--- config.mk ---
export PLATFORM = sky130hd
export DESIGN_NAME = adder_tree_scheduler
export DESIGN_NICKNAME = d
export VERILOG_FILES = /design/src/rtl/adder_tree_scheduler.sv
export SDC_FILE = /design/constraint.sdc
export NUM_CORES = 1
export LEC_CHECK = 0
export ABC_CLOCK_PERIOD_IN_PS = 3230
export CORE_AREA = 2 2 139 141
export DETAILED_ROUTE_END_ITERATION = 8
export DIE_AREA = 0 0 141 143
export DONT_BUFFER_PORTS = 1
export PLACE_DENSITY = 0.53
export SLEW_MARGIN = 20
export SYNTH_ARGS = -nofsm -noshare
export SYNTH_HDL_FRONTEND = slang
export SYNTH_SLANG_ARGS = --single-unit
--- constraint.sdc ---
create_clock -name clk -period 3.23 [get_ports clk]
set_clock_uncertainty 0.15 [all_clocks]
set_input_delay 0.8075 -clock clk [delete_from_list [all_inputs] [get_ports clk]]
set_output_delay 0.8075 -clock clk [all_outputs]
set_load 0.01 [all_outputs]
--- src/rtl/adder_tree_scheduler.sv ---
`default_nettype none
// ============================================================================
//  Module   : adder_tree_scheduler
//  Purpose  : Sequences one shared combinational NUM_NODES-wide adder tree to
//             form a long fixed-point sum of NUM_NODES*NUM_CHUNKS terms (for
//             example an RBM neuron pre-activation). One chunk of operands is
//             read per cycle from a 1-cycle-latency memory, passed straight to
//             the tree, and the tree's partial sums are accumulated onto a
//             bias captured at job start.
//
//  Ports    :
//    clk          in   machine clock, rising-edge active
//    rst          in   asynchronous, active-high reset
//    start        in   job request, sampled only while idle
//    bias         in   accumulator seed, captured on an accepted start
//    busy         out  high while a job is running or completing
//    done         out  one-cycle pulse, result valid while high
//    result       out  final sum, held until the next accepted start
//    rd_en        out  memory read strobe
//    chunk_addr   out  chunk index being read
//    chunk_data   in   memory read data, valid the cycle after rd_en
//    tree_addends out  operands presented to the shared adder tree
//    tree_result  in   combinational tree sum of tree_addends
//
//  Revision : 1.0  initial release
// ============================================================================
module adder_tree_scheduler #(
    parameter int PRECISION_BITS = 32,
    parameter int NUM_NODES      = 4,
    parameter int NUM_CHUNKS     = 4,
    parameter int ADDR_BITS      = (NUM_CHUNKS > 1) ? $clog2(NUM_CHUNKS) : 1,
    parameter int RBM_CLOCK_FREQ = 50_000_000
) (
    input  logic                                clk,
    input  logic                                rst,
    input  logic                                start,
    input  logic [PRECISION_BITS-1:0]           bias,
    output logic                                busy,
    output logic                                done,
    output logic [PRECISION_BITS-1:0]           result,
    output logic                                rd_en,
    output logic [ADDR_BITS-1:0]                chunk_addr,
    input  logic [PRECISION_BITS*NUM_NODES-1:0] chunk_data,
    output logic [PRECISION_BITS*NUM_NODES-1:0] tree_addends,
    input  logic [PRECISION_BITS-1:0]           tree_result
);

    // ------------------------------------------------------------------------
    // Constants
    // ------------------------------------------------------------------------
    // The issue counter runs from 0 up to NUM_CHUNKS inclusive, so it needs
    // one bit more than the chunk address.
    localparam int                    c_cnt_bits   = ADDR_BITS + 1;
    localparam logic [c_cnt_bits-1:0] c_num_chunks = c_cnt_bits'(NUM_CHUNKS);
    localparam logic [c_cnt_bits-1:0] c_cnt_one    = c_cnt_bits'(1);

    localparam logic [1:0] c_st_idle = 2'd0;
    localparam logic [1:0] c_st_run  = 2'd1;
    localparam logic [1:0] c_st_done = 2'd2;

    // ------------------------------------------------------------------------
    // Registers and wires
    // ------------------------------------------------------------------------
    logic [1:0]                r_state;
    logic [1:0]                w_state_next;

    logic [PRECISION_BITS-1:0] r_acc;
    logic [PRECISION_BITS-1:0] r_result;
    logic                      r_rd_en;
    logic [ADDR_BITS-1:0]      r_chunk_addr;
    logic [c_cnt_bits-1:0]     r_issue_cnt;
    logic                      r_vld;

    logic                      w_accept;
    logic [c_cnt_bits-1:0]     w_next_cnt;
    logic                      w_more;
    logic                      w_last_chunk;
    logic [PRECISION_BITS-1:0] w_acc_sum;

    // ------------------------------------------------------------------------
    // Tree path: a pure pass-through, the block adds no latency here. The
    // clock frequency only documents the build, so both arms are identical.
    // ------------------------------------------------------------------------
    generate
        if (RBM_CLOCK_FREQ > 0) begin : g_tree_path
            assign tree_addends = chunk_data;
        end else begin : g_tree_path_nofreq
            assign tree_addends = chunk_data;
        end
    endgenerate

    // ------------------------------------------------------------------------
    // Control decode
    // ------------------------------------------------------------------------
    assign w_accept   = (r_state == c_st_idle) && start;
    assign w_next_cnt = r_issue_cnt + c_cnt_one;
    assign w_more     = (w_next_cnt < c_num_chunks);

    // vld is rd_en delayed by one cycle, so the only cycle with vld high and
    // rd_en already low is the one carrying the final chunk's tree sum.
    assign w_last_chunk = r_vld && !r_rd_en;

    // Two's-complement wrap-around is intended; no saturation.
    assign w_acc_sum = r_acc + tree_result;

    // ------------------------------------------------------------------------
    // FSM: state register
    // ------------------------------------------------------------------------
    always_ff @(posedge clk or posedge rst) begin
        if (rst) begin
            r_state <= c_st_idle;
        end else begin
            r_state <= w_state_next;
        end
    end

    // ------------------------------------------------------------------------
    // FSM: next-state logic
    // ------------------------------------------------------------------------
    always_comb begin
        w_state_next = r_state;
        case (r_state)
            c_st_idle: begin
                if (start) begin
                    w_state_next = c_st_run;
                end
            end
            c_st_run: begin
                if (w_last_chunk) begin
                    w_state_next = c_st_done;
                end
            end
            c_st_done: begin
                // DONE lasts exactly one cycle; start is not looked at here.
                w_state_next = c_st_idle;
            end
            default: begin
                w_state_next = c_st_idle;
            end
        endcase
    end

    // ------------------------------------------------------------------------
    // FSM: outputs, decoded from the registered state so they fall to zero
    // as soon as reset is asserted.
    // ------------------------------------------------------------------------
    always_comb begin
        busy = 1'b0;
        done = 1'b0;
        case (r_state)
            c_st_run: begin
                busy = 1'b1;
            end
            c_st_done: begin
                busy = 1'b1;
                done = 1'b1;
            end
            default: begin
                busy = 1'b0;
                done = 1'b0;
            end
        endcase
    end

    // ------------------------------------------------------------------------
    // Datapath: read issue, accumulation and result capture
    // ------------------------------------------------------------------------
    always_ff @(posedge clk or posedge rst) begin
        if (rst) begin
            r_acc        <= '0;
            r_result     <= '0;
            r_rd_en      <= 1'b0;
            r_chunk_addr <= '0;
            r_issue_cnt  <= '0;
            r_vld        <= 1'b0;
        end else begin
            if (w_accept) begin
                // Seed the job; address 0 is presented in the first RUN cycle.
                r_acc        <= bias;
                r_issue_cnt  <= '0;
                r_rd_en      <= 1'b1;
                r_chunk_addr <= '0;
                r_vld        <= 1'b0;
            end else if (r_state == c_st_run) begin
                r_vld <= r_rd_en;

                if (r_rd_en) begin
                    // Each issued address is held for one cycle; after the
                    // last one the strobe drops and the address is left alone.
                    r_issue_cnt <= w_next_cnt;
                    r_rd_en     <= w_more;
                    if (w_more) begin
                        r_chunk_addr <= w_next_cnt[ADDR_BITS-1:0];
                    end
                end

                if (r_vld) begin
                    r_acc <= w_acc_sum;
                end

                if (w_last_chunk) begin
                    r_result <= w_acc_sum;
                end
            end
        end
    end

    assign result     = r_result;
    assign rd_en      = r_rd_en;
    assign chunk_addr = r_chunk_addr;

endmodule
`default_nettype wire
* After elaboration in Yosys (flattened, before gate mapping) *
Cells that the tools add are included.

storage, ports and cells
  register bits = 73
  input bits = 195
  output and inout bits = 165
  word-level logic and storage cells = 49

cells by class
  add/subtract/negate cells = 2
  order comparisons = 1
  eq/ne operators = 4
  mux-type cells = 20
  bitwise operators = 1
  reductions and logical operators = 14

operators by type and width
  operator                                             count
  two-way mux 32 bit                                   3
  adder 32 bit                                         1
  two-way mux 2 bit                                    6
  two-way mux 3 bit                                    3
  nonzero test 2 bit                                   4
  two-way mux 1 bit                                    7
  AND reduction 2 bit                                  3
  AND reduction 3 bit                                  2
  inequality test 2 bit, second input constant         2
  case mux 2 bit (2 select lines)                      1
  adder 3 x 1 -> 3 bit, second input constant          1
  less-than comparator 3 bit, second input constant    1
  equality test 2 x 1 -> 1 bit, second input constant  1
  equality test 2 bit, second input constant           1
  logical AND 1 bit                                    2
  zero test 2 bit                                      1
  OR reduction 2 bit                                   1
  zero test 1 bit                                      1
  NOT 1 bit                                            1

* Depth between registers and ports, before layout *
Gate-level depths: netlist (run 1).

  word-level depth = 6
  mapped depth = 11
  depth with buffers taken out = 11

* Worst setup path before layout (run 1) *
Ideal clock, no wire load.

  path type = input to register
  start point = input port tree_result[0]
  end point = register r_acc[26]
  setup time = 0.126 ns
  arrival = 2.968 ns
  data required time = 2.954 ns
  slack = -0.014 ns
  stages = 11
  path buffers = 0
  cells stage by stage = ha_1 fa_1 a211oi_1 o21a_1 nor2_1 o21ai_1 nand4b_1 and3_1 a41oi_2 mux2i_1 a221o_1

on the way
  longest elaborated chain between the ends = 4

ends and longest elaborated chain
  item                  RTL line  source
  start, declared       45        input logic [PRECISION_BITS-1:0] tree_result
  adder 32 bit          104       assign w_acc_sum = r_acc + tree_result;
  two-way mux 32 bit    197       if (r_vld) begin
  two-way mux 32 bit    184       end else if (r_state == c_st_run) begin
  two-way mux 32 bit    177       if (w_accept) begin
  end signal, assigned  179       r_acc <= bias;
  end signal, assigned  198       r_acc <= w_acc_sum;
  end, declared         67        logic [PRECISION_BITS-1:0] r_acc;

No other way between the ends. The select of a mux whose other input is x is not followed.
A chain may end at the register's enable or synchronous reset.

* Worst setup path in the final report (run 1) *
  start point = input port tree_result[0]
  end point = register r_result[26], in the netlist result[26]

on the way
  longest elaborated chain between the ends = 1

ends and longest elaborated chain
  item                  RTL line  source
  adder 32 bit          104
  end signal, assigned  202       r_result <= w_acc_sum;
  end, declared         68        logic [PRECISION_BITS-1:0] r_result;

No other way between the ends.

==> results of run 1 <==
[critical path, cell delays in order]
cell,delay [ps]
sky130_fd_sc_hd__ha_1,200
sky130_fd_sc_hd__fa_1,420
sky130_fd_sc_hd__a211oi_2,270
sky130_fd_sc_hd__o21a_1,160
sky130_fd_sc_hd__nor2_1,70
sky130_fd_sc_hd__o21ai_1,200
sky130_fd_sc_hd__nand4b_1,170
sky130_fd_sc_hd__and3_1,220
sky130_fd_sc_hd__a41oi_2,230
sky130_fd_sc_hd__buf_4,140
sky130_fd_sc_hd__xor2_1,130
sky130_fd_sc_hd__o21ai_1,80
[through the flow]
stage / power, mW / hold WS, ps
2_1_floorplan: 4.17 / 323
3_3_place_gp: 4.86 / 352
3_5_place_dp: 4.86 / 355
4_1_cts: 6.19 / 244
5_1_grt: 6.68 / 267
6_report: 6.13 / 227
[power groups by stage]
stage                     Clock [mW]  Sequential (mW)  Combinational [mW]
after floorplan                    0             1.57                2.60
after global placement             0             1.68                3.18
after detailed placement           0             1.68                3.18
after CTS                       1.31             1.67                3.20
after global routing            1.34             1.72                3.62
final                           1.28             1.66                3.19
[final cells by class]
cell class	count	area (µm²)
clock buffer	10	239
clock inverter	6	138
fill	1966	13000
inverter	9	35.0
multi-input combinational	461	2750
sequential	73	1830
tap	234	293
timing repair buffer	34	268
[synthesized netlist by cell type (2+ instances only)]
cell type                     n
sky130_fd_sc_hd__nand2_1    156
sky130_fd_sc_hd__buf_4      134
sky130_fd_sc_hd__dfrtp_1     73
sky130_fd_sc_hd__a21oi_1     49
sky130_fd_sc_hd__nor2_1      48
sky130_fd_sc_hd__ha_1        36
sky130_fd_sc_hd__a31oi_1     21
sky130_fd_sc_hd__xnor2_1     21
sky130_fd_sc_hd__a21o_1      20
sky130_fd_sc_hd__clkbuf_1    17
sky130_fd_sc_hd__o21ai_0     12
sky130_fd_sc_hd__xor2_1      11
sky130_fd_sc_hd__nand3_1     10
sky130_fd_sc_hd__inv_1        9
sky130_fd_sc_hd__o21ai_1      9
sky130_fd_sc_hd__nand4_1      8
sky130_fd_sc_hd__o21bai_1     7
sky130_fd_sc_hd__buf_2        5
sky130_fd_sc_hd__nor2b_1      4
sky130_fd_sc_hd__or3_1        4
sky130_fd_sc_hd__a22oi_1      3
sky130_fd_sc_hd__and2_1       3
sky130_fd_sc_hd__nand2b_1     3
sky130_fd_sc_hd__o22ai_1      3
sky130_fd_sc_hd__a211oi_1     2
sky130_fd_sc_hd__a21boi_0     2
sky130_fd_sc_hd__a221o_1      2
sky130_fd_sc_hd__and3_1       2
sky130_fd_sc_hd__buf_1        2
sky130_fd_sc_hd__mux2i_1      2
sky130_fd_sc_hd__o2111ai_1    2
sky130_fd_sc_hd__o211ai_1     2
sky130_fd_sc_hd__o21a_1       2
[registers in the layout (all words and copies together) (netlist names)]
| register | cells |
|---|---|
| result | 32 |
| r_issue_cnt | 3 |
| r_state | 2 |
| r_vld | 1 |
| rd_en | 1 |
| chunk_addr | 2 |
| r_acc | 32 |
[kinds of logic (layout without fill, tap and decap cells)]
group	after synthesis	in the layout	synth area share
AOI/OAI and AO/OA	147	147	0.168
xor gates and xnor gates	32	32	0.0490
adders and majority gates	37	37	0.0823
buffers and inverters	168	59	0.201
DFF	73	73	0.319
muxes	2	2	0.00350
and+or+nand+nor	243	243	0.177
[metal layers]
layer  global-route usage  vias up
met3               0.0540       38
met5                    0        -
met2                0.242      127
li1                     -     2012
met1                0.195     1892
met4               0.0584        0
[path summary, 6_finish.rpt]
path	to	slack (ps)	cells after the start
max	result[26]	210	12
min	result[0]	230	1
min reg2reg	r_acc[10]	370	2
max reg2reg	result[26]	290	12
max in group asynchronous	result[20]	2060	2
min in group clk	r_acc[10]	370	2
==> run_summary.xml, run 1 <==
<?xml version="1.0" encoding="UTF-8"?>
<metrics>
  <group name="critical_path">
    <metric name="maximum_fanout_along_the_worst_path" unit="">3</metric>
    <metric name="worst_setup_path_end_kind" unit="">register</metric>
    <metric name="critical_path_required" unit="ps">3310</metric>
    <metric name="critical_path_source_type" unit="">primary input</metric>
    <metric name="worst-setup-path-type" unit="">primary input to register</metric>
    <metric name="timing.rr.start" unit="">r_acc[0]</metric>
    <metric name="worst_setup_path_startpoint" unit="">tree_result[0]</metric>
    <metric name="cp_data_arrival_time" unit="ps">3110</metric>
  </group>
  <group name="finish">
    <metric name="layout.core_utilization" unit="">0.299</metric>
    <metric name="final_standard_cell_area_without_fillers" unit="µm²">5550</metric>
    <metric name="design.final.nets" unit="">820</metric>
    <metric name="flow.area_growth_from_synthesis" unit="%">-2.89</metric>
    <metric name="final_cells" unit="">827</metric>
    <metric name="layout_common_cells" unit="">155 x sky130_fd_sc_hd__nand2_1, 73 x sky130_fd_sc_hd__dfrtp_1, 49 x sky130_fd_sc_hd__a21oi_1</metric>
    <metric name="mostFrequentLayoutCell" unit="">sky130_fd_sc_hd__nand2_1</metric>
    <metric name="antenna_cells" unit="">0</metric>
    <metric name="drive_above_1_share" unit="">0.105</metric>
  </group>
  <group name="timing">
    <metric name="crit_path_setup_slack_layout" unit="ps">208</metric>
    <metric name="worstMarginPinSlew" unit="ps">617</metric>
    <metric name="period_share" unit="">0.935</metric>
    <metric name="final.min_clock_period" unit="ps">3020</metric>
    <metric name="setup_tns" unit="ps">0</metric>
    <metric name="finalSetupViolations" unit="">0</metric>
    <metric name="fmax" unit="MHz">331</metric>
    <metric name="relSlewSlack" unit="">0.589</metric>
    <metric name="grt_setup_unrepaired" unit="">false</metric>
    <metric name="number_of_max_slew_violations_in_the_final_report" unit="">0</metric>
    <metric name="hold_violations" unit="">0</metric>
  </group>
  <group name="global_route">
    <metric name="global_route.overflow_total" unit="">0</metric>
    <metric name="grt_pass1_wl" unit="mm">23.9</metric>
    <metric name="grt_pass1_vias" unit="">4181</metric>
    <metric name="antenna_found_initial" unit="">0</metric>
    <metric name="grt_util_all_layers" unit="">0.154</metric>
    <metric name="maximum_number_of_pins_on_one_net_before_global_route_repair" unit="">45</metric>
  </group>
  <group name="synthesis">
    <metric name="yosysSeqAreaShare" unit="">0.319</metric>
    <metric name="synth_seq_cells" unit="">73</metric>
    <metric name="synth.yosys.warnings" unit="">0</metric>
    <metric name="synth-edff-count" unit="">0</metric>
    <metric name="synth_ff_type" unit="">sky130_fd_sc_hd__dfrtp_1</metric>
    <metric name="syn_avg_cell_area" unit="µm²">8.15</metric>
    <metric name="syn_nets" unit="">934</metric>
    <metric name="synth.top_cell.area_share" unit="">0.319</metric>
    <metric name="netlist_top_cells_area" unit="">sky130_fd_sc_hd__dfrtp_1 32%, sky130_fd_sc_hd__buf_4 18%, sky130_fd_sc_hd__nand2_1 10%, sky130_fd_sc_hd__ha_1 7.9%, sky130_fd_sc_hd__a21oi_1 4.3%</metric>
    <metric name="post-synth-top-area-cell" unit="">sky130_fd_sc_hd__dfrtp_1</metric>
    <metric name="post_synth_instance_area" unit="µm²">5720</metric>
    <metric name="synth.lib_cells_used.distinct" unit="">51</metric>
    <metric name="share_of_async_settable_or_async_resettable_flops_after_synthesis" unit="">1.00</metric>
    <metric name="syn-instance-count" unit="">702</metric>
  </group>
  <group name="routing">
    <metric name="wirelength" unit="mm">15.1</metric>
    <metric name="detail_route.iter0.violations" unit="">211</metric>
    <metric name="wirelength_met1" unit="mm">6.61</metric>
    <metric name="detailroute.wirelength.met3" unit="mm">1.25</metric>
    <metric name="avgViaCountPerCell" unit="">4.92</metric>
    <metric name="highest_layer" unit="">met4</metric>
    <metric name="drt.antenna.violating_nets" unit="">0</metric>
    <metric name="met2_wirelength" unit="mm">6.91</metric>
    <metric name="drt-pass1-iter-count" unit="">4</metric>
    <metric name="avgRoutedWirePerCell" unit="µm">18.2</metric>
    <metric name="dr_total_vias" unit="">4069</metric>
    <metric name="drc_errors" unit="">0</metric>
  </group>
  <group name="run">
    <metric name="maxCapViolCount" unit="">0</metric>
  </group>
  <group name="clocking">
    <metric name="tritoncts_clock_tree" unit="">built</metric>
    <metric name="cts_num_sinks" unit="">73</metric>
    <metric name="post-cts-setup-buffers" unit="">0</metric>
    <metric name="clkTransAtPathRegs" unit="ps">60</metric>
    <metric name="cts.htree.levels" unit="">3</metric>
    <metric name="clockBufferDepth" unit="">2</metric>
    <metric name="cts.repair.resized" unit="">0</metric>
    <metric name="root_buffer" unit="">sky130_fd_sc_hd__clkbuf_16</metric>
    <metric name="cts_inserted_buffers" unit="">9</metric>
    <metric name="clk_latency" unit="ps">350</metric>
    <metric name="postCtsHoldBufs" unit="">0</metric>
  </group>
  <group name="die">
    <metric name="rows" unit="">50</metric>
    <metric name="initial_utilization" unit="">0.308</metric>
    <metric name="fp.coreArea" unit="µm²">18600</metric>
    <metric name="dieWidth" unit="µm">141</metric>
    <metric name="die_height" unit="µm">143</metric>
    <metric name="total_die_area" unit="µm²">20200</metric>
    <metric name="boundaryPins" unit="">360</metric>
  </group>
  <group name="placed_design">
    <metric name="globalplace.congestion" unit="">0.860</metric>
    <metric name="numPlacedInstances" unit="">811</metric>
    <metric name="place.detailed.hpwl" unit="mm">11.4</metric>
    <metric name="numPortBuffers" unit="">0</metric>
    <metric name="dp_worst_setup_slack" unit="ps">-150</metric>
    <metric name="detailed_place.area" unit="µm²">5180</metric>
  </group>
  <group name="power">
    <metric name="vdd.ir_drop.worst" unit="V">0.000378</metric>
    <metric name="power_density" unit="nW/µm²">1100</metric>
    <metric name="power.net_switching" unit="mW">2.59</metric>
    <metric name="power_leakage" unit="nW">2.63</metric>
    <metric name="p_int" unit="mW">3.54</metric>
    <metric name="power.share.clock" unit="">0.209</metric>
    <metric name="comb_power_share" unit="">0.520</metric>
    <metric name="sw_share" unit="">0.422</metric>
    <metric name="sequentialPowerShare" unit="">0.271</metric>
  </group>
  <group name="worst_hold_path">
    <metric name="worst_hold_path_type" unit="">primary input to async pin</metric>
  </group>
  <group name="status">
    <metric name="outcome" unit="">completed</metric>
  </group>
</metrics>
(Power assumes the default switching activity.)
==> run 2: changes to the inputs <==
--- a/config.mk
+++ b/config.mk
@@ -10,7 +10,7 @@
 export DETAILED_ROUTE_END_ITERATION = 8
 export DIE_AREA = 0 0 141 143
 export DONT_BUFFER_PORTS = 1
-export PLACE_DENSITY = 0.53
+export PLACE_DENSITY = 0.54
 export SLEW_MARGIN = 20
 export SYNTH_ARGS = -nofsm -noshare
 export SYNTH_HDL_FRONTEND = slang
==> run 2 against run 1 <==
- fmax shrank 0.99%
- sequential cell count is the same
- register-to-register slack lost 40 ps
- final area is essentially flat
- largest cell class unchanged
==> run_summary.xml, run 2 (synthesis gave the netlist of run 1 again) <==
<?xml version="1.0" encoding="UTF-8"?>
<metrics>
  <group name="critical_path">
    <metric name="worst-path-buf-inv" unit="">1</metric>
    <metric name="timing.critical_path.max_delay_family" unit="">compound AO/OA/AOI/OAI gates</metric>
    <metric name="worst-r2r-setup-slack" unit="ps">250</metric>
    <metric name="worst-setup-path-type" unit="">primary input to register</metric>
    <metric name="worst_setup_path_end_kind" unit="">register</metric>
    <metric name="maximum_fanout_along_the_worst_path" unit="">3</metric>
    <metric name="slowest_stage" unit="">sky130_fd_sc_hd__fa_1</metric>
    <metric name="worstPathCellList" unit="">ha_1 -&gt; fa_1 -&gt; a211oi_2 -&gt; o21a_1 -&gt; nor2_1 -&gt; o21ai_2 -&gt; nand4b_1 -&gt; and3_1 -&gt; a41oi_2 -&gt; buf_4 -&gt; xor2_1 -&gt; o21ai_1</metric>
    <metric name="cp_data_arrival_time" unit="ps">3140</metric>
    <metric name="critical_path_required" unit="ps">3320</metric>
    <metric name="critical-path-max-stage-delay" unit="ps">440</metric>
    <metric name="critical_path_source_type" unit="">primary input</metric>
  </group>
  <group name="power">
    <metric name="sequentialPowerShare" unit="">0.274</metric>
    <metric name="power.net_switching" unit="mW">2.59</metric>
    <metric name="power_density" unit="nW/µm²">1090</metric>
    <metric name="power_leakage" unit="nW">2.63</metric>
    <metric name="comb_power_share" unit="">0.540</metric>
    <metric name="power.share.clock" unit="">0.187</metric>
    <metric name="p_int" unit="mW">3.44</metric>
    <metric name="vdd.ir_drop.worst" unit="V">0.000375</metric>
    <metric name="sw_share" unit="">0.430</metric>
    <metric name="total_power" unit="mW">6.04</metric>
  </group>
  <group name="placed_design">
    <metric name="numPortBuffers" unit="">0</metric>
    <metric name="place.detailed.hpwl" unit="mm">11.4</metric>
    <metric name="globalplace.congestion" unit="">0.862</metric>
  </group>
  <group name="routing">
    <metric name="avgRoutedWirePerCell" unit="µm">18.3</metric>
    <metric name="detail_route.iter0.violations" unit="">218</metric>
    <metric name="dr_total_vias" unit="">4120</metric>
    <metric name="drt-pass1-iter-count" unit="">4</metric>
    <metric name="wirelength" unit="mm">15.2</metric>
    <metric name="drc_errors" unit="">0</metric>
    <metric name="drt.antenna.violating_nets" unit="">0</metric>
    <metric name="avgViaCountPerCell" unit="">4.95</metric>
  </group>
  <group name="clocking">
    <metric name="cts_num_sinks" unit="">73</metric>
    <metric name="clkTransAtPathRegs" unit="ps">60</metric>
    <metric name="clockBufferDepth" unit="">2</metric>
    <metric name="cts_inserted_buffers" unit="">9</metric>
    <metric name="clk_latency" unit="ps">350</metric>
    <metric name="tritoncts_clock_tree" unit="">built</metric>
    <metric name="root_buffer" unit="">sky130_fd_sc_hd__clkbuf_16</metric>
    <metric name="cts.htree.levels" unit="">3</metric>
    <metric name="post-cts-setup-buffers" unit="">0</metric>
  </group>
  <group name="timing">
    <metric name="hold_violations" unit="">0</metric>
    <metric name="finalSetupViolations" unit="">0</metric>
    <metric name="period_share" unit="">0.945</metric>
    <metric name="final.min_clock_period" unit="ps">3050</metric>
    <metric name="number_of_max_slew_violations_in_the_final_report" unit="">0</metric>
    <metric name="fmax" unit="MHz">328</metric>
    <metric name="grt_setup_unrepaired" unit="">false</metric>
    <metric name="worstMarginPinSlew" unit="ps">635</metric>
    <metric name="relSlewSlack" unit="">0.576</metric>
  </group>
  <group name="global_route">
    <metric name="antenna_found_initial" unit="">0</metric>
    <metric name="grt_pass1_wl" unit="mm">23.7</metric>
    <metric name="global_route.overflow_total" unit="">0</metric>
    <metric name="maximum_number_of_pins_on_one_net_before_global_route_repair" unit="">47</metric>
    <metric name="grt_pass1_vias" unit="">4221</metric>
    <metric name="grt_util_all_layers" unit="">0.154</metric>
  </group>
  <group name="finish">
    <metric name="layout.core_utilization" unit="">0.299</metric>
    <metric name="mostFrequentLayoutCell" unit="">sky130_fd_sc_hd__nand2_1</metric>
    <metric name="drive_above_1_share" unit="">0.114</metric>
    <metric name="layout_common_cells" unit="">155 x sky130_fd_sc_hd__nand2_1, 73 x sky130_fd_sc_hd__dfrtp_1, 49 x sky130_fd_sc_hd__a21oi_1</metric>
    <metric name="flow.area_growth_from_synthesis" unit="%">-2.98</metric>
    <metric name="antenna_cells" unit="">0</metric>
    <metric name="design.final.nets" unit="">825</metric>
  </group>
  <group name="worst_hold_path">
    <metric name="worst_hold_path_type" unit="">primary input to async pin</metric>
  </group>
  <group name="die">
    <metric name="dieWidth" unit="µm">141</metric>
    <metric name="rows" unit="">50</metric>
    <metric name="initial_utilization" unit="">0.308</metric>
    <metric name="total_die_area" unit="µm²">20200</metric>
    <metric name="boundaryPins" unit="">360</metric>
    <metric name="die_height" unit="µm">143</metric>
    <metric name="fp.coreArea" unit="µm²">18600</metric>
  </group>
  <group name="run">
    <metric name="maxCapViolCount" unit="">0</metric>
  </group>
  <group name="status">
    <metric name="outcome" unit="">completed</metric>
  </group>
</metrics>
run 2: final timing paths:
path / from / endpoint / cells past startpoint
setup / recovery: tree_result[0] / result[26] / 12
hold / removal: rst / result[0] / 1
setup reg to reg: r_acc[0] / result[26] / 12
hold reg to reg: r_state[1] / r_state[1] / 1
max in group asynchronous: rst / result[20] / 2
min in group clk: r_state[1] / r_state[1] / 1
run 2: worst reg2reg max path: cells and delay by family, from the launching register on:
kind | cells | cell delay, ps
compound gates | 5 | 910
fa+ha+maj | 2 | 650
simple gates | 3 | 500
flops | 1 | 380
buf+inv | 1 | 150
xor+xnor | 1 | 150
run 2: per-stage QoR:
step | std cells | setup WS, ps | setup TNS (ps) | hold WS [ps] | instance area [µm²]
6_report | 832 | 178 | 0 | 248 | 5550
5_1_grt | 832 | 35.7 | 0 | 290 | 5550
4_1_cts | 832 | 150 | 0 | 261 | 5540
3_5_place_dp | 816 | -207 | -1070 | 359 | 5210
3_3_place_gp | 816 | -195 | -1050 | 362 | 5210
2_1_floorplan | 702 | 30.5 | 0 | 323 | 5720
run 2: repair_timing:
action | CTS | global route
hold buffers | 0 | 0
resized for setup | 0 | 1
endpoints found under the hold margin | 0 | 0
endpoints found under the setup margin | 0 | 1
run 2: routing by layer:
metal  wire (µm)  GRT usage  part of all wire
met5           0          0                 0
met4         304     0.0568             0.020
met3        1110     0.0573             0.073
met2        6850      0.247              0.45
met1        6960      0.191              0.46
run 2: area by class of cell:
cell class	count	area, µm²
repair buffers	39	305
inverters	9	35.0
fillers	1993	13000
multi-input cells	461	2760
flip-flops and latches	73	1830
clock buffers	11	253
well taps	234	293
clock inverters	5	77.6
run 2: power by group through the flow:
stage | Sequential [mW] | Clock [mW] | Combinational, mW
after detailed placement | 1.67 | 0 | 3.26
after global placement | 1.68 | 0 | 3.23
final | 1.65 | 1.13 | 3.26
after CTS | 1.67 | 1.16 | 3.28
after floorplan | 1.57 | 0 | 2.60
after global routing | 1.71 | 1.20 | 3.68
==> run 3: changes to the inputs <==
--- a/config.mk
+++ b/config.mk
@@ -11,6 +11,7 @@
 export DIE_AREA = 0 0 141 143
 export DONT_BUFFER_PORTS = 1
 export PLACE_DENSITY = 0.54
+export SKIP_LAST_GASP = 1
 export SLEW_MARGIN = 20
 export SYNTH_ARGS = -nofsm -noshare
 export SYNTH_HDL_FRONTEND = slang
==> results of run 3 <==
Final layout, timing and power as in run 2 (identical DEF).
